**src/rtl/lenet_pkg.sv**
```systemverilog
// Shared definitions for the LeNet conv/pool datapath.
//   PIXEL_W           : pixel width in bits
//   pixel_t           : signed pixel type
//   streamer_state_t  : pixel streamer FSM states
//   width_for()       : counter width able to hold 0..maxval, never below 1
package lenet_pkg;

    localparam int unsigned PIXEL_W = 8;

    typedef logic signed [PIXEL_W-1:0] pixel_t;

    typedef enum logic [1:0] {
        IDLE,
        START,
        STREAM,
        WAIT_DONE
    } streamer_state_t;

    function automatic int unsigned width_for(input int unsigned maxval);
        return (maxval == 0) ? 1 : $clog2(maxval + 1);
    endfunction

endpackage

```
**src/rtl/lenet_rate_gap.sv**
```systemverilog
// Throttle counter for the pixel streamer.
// Loads GAP_CYCLES when a read is issued, otherwise counts down to 0.
// Ports:
//   clk, rst_n : clock, asynchronous active-low reset
//   clear      : force counter to 0 (start of a frame)
//   load       : a read was issued this cycle; reload GAP_CYCLES
//   zero       : counter is 0, a new read may be issued
module lenet_rate_gap
    import lenet_pkg::*;
#(
    parameter int unsigned GAP_CYCLES = 0
) (
    input  logic clk,
    input  logic rst_n,
    input  logic clear,
    input  logic load,
    output logic zero
);

    localparam int unsigned CNT_W = width_for(GAP_CYCLES);

    logic [CNT_W-1:0] cnt;

    always_ff @(posedge clk or negedge rst_n) begin
        if (!rst_n) begin
            cnt <= '0;
        end else if (clear) begin
            cnt <= '0;
        end else if (load) begin
            cnt <= CNT_W'(GAP_CYCLES);
        end else if (cnt != '0) begin
            cnt <= cnt - 1'b1;
        end
    end

    assign zero = (cnt == '0);

endmodule

```
**src/rtl/lenet_pixel_streamer.sv**
```systemverilog
// Source end of the conv/pool pixel stream. Reads one MAPSIZE x MAPSIZE frame
// from a synchronous-read frame RAM in raster order, forwards it to the layer
// top as start / valid / pixel, then waits for layer_done under a watchdog.
// Ports:
//   clk, rst_n     : clock, asynchronous active-low reset
//   go             : one-cycle request to stream a frame (ignored while busy)
//   pause          : level; holds off new frame reads
//   frame_rd_en    : frame RAM read strobe
//   frame_rd_addr  : frame RAM address, 0..NPIX-1
//   frame_rd_data  : pixel returned one cycle after frame_rd_en
//   net_start      : one-cycle start pulse to the layer top
//   net_valid      : pixel strobe to the layer top
//   net_pixel      : pixel to the layer top (0 when not valid)
//   layer_done     : completion from the layer top
//   busy           : high from accepted go until back in IDLE
//   done           : one-cycle pulse on clean completion
//   timeout_err    : sticky watchdog error, cleared by the next accepted go
module lenet_pixel_streamer
    import lenet_pkg::*;
#(
    parameter  int unsigned MAPSIZE    = 32,
    parameter  int unsigned GAP_CYCLES = 0,
    parameter  int unsigned TIMEOUT    = 65535,
    localparam int unsigned NPIX       = MAPSIZE * MAPSIZE,
    localparam int unsigned ADDR_W     = $clog2(NPIX)
) (
    input  logic              clk,
    input  logic              rst_n,
    input  logic              go,
    input  logic              pause,
    output logic              frame_rd_en,
    output logic [ADDR_W-1:0] frame_rd_addr,
    input  pixel_t            frame_rd_data,
    output logic              net_start,
    output logic              net_valid,
    output pixel_t            net_pixel,
    input  logic              layer_done,
    output logic              busy,
    output logic              done,
    output logic              timeout_err
);

    localparam int unsigned WD_W = width_for(TIMEOUT);

    streamer_state_t state, state_nxt;

    logic [ADDR_W-1:0] addr_q;
    logic [WD_W-1:0]   wd_q;
    logic              gap_zero;
    logic              issue;
    logic              last_issue;
    logic              finish_ok;
    logic              finish_to;
    logic              accept_go;
    logic              valid_q;
    logic              done_q;
    logic              te_q;

    lenet_rate_gap #(
        .GAP_CYCLES(GAP_CYCLES)
    ) u_gap (
        .clk   (clk),
        .rst_n (rst_n),
        .clear (state == START),
        .load  (issue),
        .zero  (gap_zero)
    );

    always_ff @(posedge clk or negedge rst_n) begin
        if (!rst_n) begin
            state <= IDLE;
        end else begin
            state <= state_nxt;
        end
    end

    always_comb begin
        state_nxt  = state;
        issue      = 1'b0;
        last_issue = 1'b0;
        finish_ok  = 1'b0;
        finish_to  = 1'b0;
        accept_go  = 1'b0;
        net_start  = 1'b0;
        busy       = 1'b1;
        unique case (state)
            IDLE: begin
                busy = 1'b0;
                if (go) begin
                    accept_go = 1'b1;
                    state_nxt = START;
                end
            end
            START: begin
                net_start = 1'b1;
                state_nxt = STREAM;
            end
            STREAM: begin
                issue      = !pause && gap_zero;
                last_issue = issue && (addr_q == ADDR_W'(NPIX - 1));
                if (last_issue) begin
                    state_nxt = WAIT_DONE;
                end
            end
            WAIT_DONE: begin
                // layer_done wins over a watchdog expiring in the same cycle
                if (layer_done) begin
                    finish_ok = 1'b1;
                    state_nxt = IDLE;
                end else if (wd_q >= WD_W'(TIMEOUT - 1)) begin
                    finish_to = 1'b1;
                    state_nxt = IDLE;
                end
            end
            default: state_nxt = IDLE;
        endcase
    end

    // Address holds at NPIX-1 after the last read so it never wraps.
    always_ff @(posedge clk or negedge rst_n) begin
        if (!rst_n) begin
            addr_q <= '0;
        end else if (state == START) begin
            addr_q <= '0;
        end else if (issue && !last_issue) begin
            addr_q <= addr_q + 1'b1;
        end
    end

    // Watchdog counts WAIT_DONE cycles from entry and saturates.
    always_ff @(posedge clk or negedge rst_n) begin
        if (!rst_n) begin
            wd_q <= '0;
        end else if (state != WAIT_DONE) begin
            wd_q <= '0;
        end else if (wd_q != '1) begin
            wd_q <= wd_q + 1'b1;
        end
    end

    always_ff @(posedge clk or negedge rst_n) begin
        if (!rst_n) begin
            valid_q <= 1'b0;
            done_q  <= 1'b0;
            te_q    <= 1'b0;
        end else begin
            valid_q <= issue;
            done_q  <= finish_ok;
            if (accept_go) begin
                te_q <= 1'b0;
            end else if (finish_to) begin
                te_q <= 1'b1;
            end
        end
    end

    // RAM data arrives in the cycle after the read, aligned with valid_q.
    assign frame_rd_en   = issue;
    assign frame_rd_addr = addr_q;
    assign net_valid     = valid_q;
    assign net_pixel     = valid_q ? frame_rd_data : '0;
    assign done          = done_q;
    assign timeout_err   = te_q;

endmodule

```
**config.mk**
```make
export PLATFORM = sky130hd
export DESIGN_NAME = lenet_pixel_streamer
export DESIGN_NICKNAME = d
export VERILOG_FILES = /design/src/rtl/lenet_pkg.sv /design/src/rtl/lenet_rate_gap.sv /design/src/rtl/lenet_pixel_streamer.sv
export SDC_FILE = /design/constraint.sdc
export NUM_CORES = 1
export LEC_CHECK = 0
export BUFFER_PORTS_ARGS = -buffer_cell sky130_fd_sc_hd__buf_2
export CORE_ASPECT_RATIO = 0.8
export CORE_UTILIZATION = 45
export DETAILED_ROUTE_END_ITERATION = 6
export GPL_TIMING_DRIVEN = 0
export PLACE_DENSITY = 0.68
export SETUP_SLACK_MARGIN = 0.1
export SLEW_MARGIN = 20
export SYNTH_ARGS = -nofsm -noshare
export SYNTH_HDL_FRONTEND = slang
export SYNTH_SLANG_ARGS = --single-unit
```
**constraint.sdc**
```tcl
create_clock -name clk -period 2.1 [get_ports clk]
set_input_delay 0.315 -clock clk [delete_from_list [all_inputs] [get_ports clk]]
set_output_delay 0.315 -clock clk [all_outputs]
set_load 0.005 [all_outputs]
```
==> flow_results.org <==
** Critical path
- Crit-path cells :: and4_4 -> nand4_4 -> o21ai_0 -> nor3_1 -> o21a_1
- In this run the critical register-to-register path is launched from wd_q[2]$_DFFE_PN0P_.
- Crit path DAT :: 1990 ps
- Capture point of the worst reg-to-reg path :: wd_q[4]$_DFFE_PN0P_
- STA puts the critical path data required time at 2270 ps.
- The setup check on the worst reg-to-reg path leaves a slack of 280 ps.
- The critical path crosses 5 cells after its start point.
- Top fanout value on the critical path :: 6
- Type of element capturing the critical path :: flop
- For the worst flop-to-flop path, the logic depth is 5.
- Bufs and invs on worst path :: 0
- Worst stage delay on the critical path :: 520 ps
- Critical Path Start Type :: flop
- The kind of cell with the highest combined delay along the critical path is compound AO/OA/AOI/OAI gates.
- By startpoint and endpoint, the worst setup path is classified as reg -> reg.
- Worst-path cell with the longest stage delay :: o21ai_0

** Final layout
- Cells with a size suffix above 1 make up 26.2% of the layout.
- At the end of the flow the core is filled with cells to 58.9%.
- Area added between synthesis and finish :: 20.8%
- Count of nets after finishing :: 241
- The repair_antennas step left the layout with diodes totalling 0.

** Yosys
- Leading cell type by number of instances after synthesis :: dfrtp_1
- After synthesis, the cell types taking the most area are dfrtp_1 45%, ha_1 5.8%, nor2_1 5.6%.
- Synthesis instantiated 39 different standard cells from the library.
- During synthesis, Yosys emitted a total of 0 warnings.
- Summed over all instances, the cell type with the most area after synthesis is dfrtp_1.
- Post-Synthesis Net Count :: 198
- The most used flip-flop cell after synthesis is dfrtp_1.
- Register area share after synthesis :: 44.6%
- Portion of synthesized cell area occupied by the leading cell type :: 44.6%
- Of all flip-flops after synthesis, the portion carrying an async set or reset was 100%.
- Leading post-synthesis cells by instance count :: 31 x dfrtp_1, 26 x nor2_1, 11 x and2_1, 10 x nand2_1, 10 x xor2_1
- Count of mapped cells out of synthesis :: 177
- A synthesized cell averages 9.82 um2.
- The mapped netlist covers 1740 um2.
- After synthesis the netlist holds a flip-flop and latch count of 31.
- Number of enable flip-flop cells after synthesis :: 0

** Routing
- Across all layers, the routed design uses 1427 vias.
- In this run the remaining antenna-violating nets after routing total 0.
- Drt initial violations :: 77
- In the final routed layout, each cell accounts on average for 14.3 um.
- The first detailed-routing pass ran for 4 iterations.
- Dividing the detail-routed via count by the number of cells gives 5.43.
- Final routed wirelength across all metal layers :: 3.76 mm
- In the routed design, unresolved DRC markers number 0.

** Global routing
- Entering global routing, the biggest net connects 32 pins.
- The initial antenna violation count was 0.
- Number of global-route vias before repair :: 1364
- Global-route usage over all layers :: 20.4%
- Wire length of the first global-routing pass :: 6.33 mm
- Overall overflow remaining after global route :: 0

** STA
- Setup repair after global routing left no endpoint under its margin.
- The clock arrives with 9.14 ps of skew.
- For the finished layout, the period the worst path requires is 1820 ps.
- In the finished design, the share of the clock period the worst path needs comes to 86.8%.
- Number of endpoints failing setup at the final stage :: 0
- Adding up every negative setup slack in the final design gives 0 ps.
- The final hold violation count was 0.
- Highest achievable clock rate :: 549 MHz
- For the pin with the worst max-slew slack, the measured transition is 671 ps.
- The worst pin sits at a relative slew slack of 55.3%.
- Fin. max-slew vios :: 0

** Pwr
- Across the VDD grid, the largest voltage drop is 0.000627 V.
- Internal power contribution :: 1.19 mW
- Total power per unit cell area :: 777 nW/um2
- Leakage power :: 1.00 nW
- Combinational power share :: 16.6%
- The clock network burns 37.0% of the power.
- Per report_power, the sequential group accounts for 46.4% of the total.
- For this design the total switching power over the nets is 0.446 mW.
- Switching share of total power :: 27.3%

** Placed design
- The HPWL after detailed placement is 2.74 mm.
- The count of buffers added on input and output ports is 36.
- Routability-driven placement finished with a final weighted congestion of 0.853.

** Floorplanning
- In this run the horizontal extent of the chip is 71.5 um.
- Site row count :: 19
- Chip Height :: 57.6 um
- Full die area :: 4120 um2
- Initial core utilization :: 48.7%
- Core box area :: 3570 um2
- 37 I/O pins were placed.

** Clock tree
- Count of hold buffers inserted by post-cts repair :: 0
- In this run, CTS created clock tree buffers numbering 5.
- Register clock-pin slew on the reported worst setup and hold paths :: 60 ps
- Counting every sink on the clock net gives 31.
- Source-to-sink clock delay at the later pin of the worst-skew pair :: 290 ps
- Clock tree synthesis selected as its root buffer the cell clkbuf_8.
- # H-tree levels :: 2
- Counting along the longest clock path gives a buffer depth of 2.
- CTS tree :: yes

** Min path
- The min-delay analysis places its worst path in the category in -> async.

** Flow run
- Max_cap viols :: 0

** Outcome
- The run finished with clean final reports.
[how the worst max path moves through the flow]
stage                                      start                            to  slack (ps)
floorplan           frame_rd_addr[0]$_DFFE_PN0P_  frame_rd_addr[7]$_DFFE_PN0P_         460
global placement    frame_rd_addr[0]$_DFFE_PN0P_  frame_rd_addr[7]$_DFFE_PN0P_         320
detailed placement          state[0]$_DFFE_PN0P_  frame_rd_addr[7]$_DFFE_PN0P_         200
CTS                         state[0]$_DFFE_PN0P_  frame_rd_addr[7]$_DFFE_PN0P_         180
global route                state[0]$_DFFE_PN0P_  frame_rd_addr[2]$_DFFE_PN0P_         130
finish                       wd_q[2]$_DFFE_PN0P_           wd_q[4]$_DFFE_PN0P_         280
[power by group through the flow]
stage          Clock [mW]  Sequential (mW)  Combinational [mW]
3_3_place_gp            0            0.758               0.257
3_5_place_dp            0            0.764               0.265
2_1_floorplan           0            0.758               0.136
4_1_cts             0.612            0.754               0.267
5_1_grt             0.651            0.767               0.304
6_report            0.604            0.757               0.270
[per-stage QoR]
stage	area (um2)	hold WS, ps	instances	worst slack (ps)	total power [mW]
2_1_floorplan	1740	19.4	177	462	0.894
3_3_place_gp	1970	391	255	320	1.01
3_5_place_dp	1970	396	255	205	1.03
4_1_cts	2090	87.7	263	178	1.63
5_1_grt	2100	120	263	132	1.72
6_report	2100	63.7	263	278	1.63
[per-layer routing]
layer / part of all wire [%] / global-route usage [%] / vias to the layer above
li1: - / - / 699
met1: 47 / 27.6 / 692
met2: 47 / 29.8 / 28
met3: 4.5 / 7.60 / 8
met4: 1.6 / 8.12 / 0
met5: 0 / 0 / -
[timing repair]
item / in CTS / in global routing
buffers inserted: 0 / 0
hold endpoints to repair: 0 / 0
resized for setup: 0 / 2
endpoints found under the setup margin: 0 / 3
[cell families after synthesis]
| logic type | after synthesis | synth area share (%) |
|---|---|---|
| simple gates | 85 | 27.1 |
| flops | 31 | 44.6 |
| xor+xnor | 19 | 9.58 |
| compound gates | 18 | 7.41 |
| buf+inv | 12 | 2.95 |
| fa+ha+maj | 8 | 5.76 |
| mux | 4 | 2.59 |
[placed cells by master (no fill, tap or decap), types with 4 or more instances in the layout]
cell	netlist	layout
nand2b_1	4	4
nor2_1	26	26
xnor2_1	9	9
nand4_1	8	8
and2_1	11	11
nor3_1	5	5
nand3_1	7	7
dfrtp_1	31	31
a21oi_1	5	5
ha_1	8	8
inv_1	6	6
nand2_1	10	10
buf_2	1	37
xor2_1	10	10
clkbuf_8	0	6
[cell type report]
type | instances | area, um2
clock inverters | 2 | 35.0
fillers | 317 | 1470
repair buffers | 36 | 180
plain buffers | 6 | 28.8
flip-flops and latches | 31 | 776
well taps | 42 | 52.6
clock buffers | 6 | 82.6
multi-input cells | 134 | 922
inverters | 6 | 22.5
[flip-flops by register name, summed over array words and instances (netlist names)]
signal         flops
wd_q              16
timeout_err        1
frame_rd_addr     10
net_valid          1
state              2
done               1
Power figures use the tool's default switching activity.
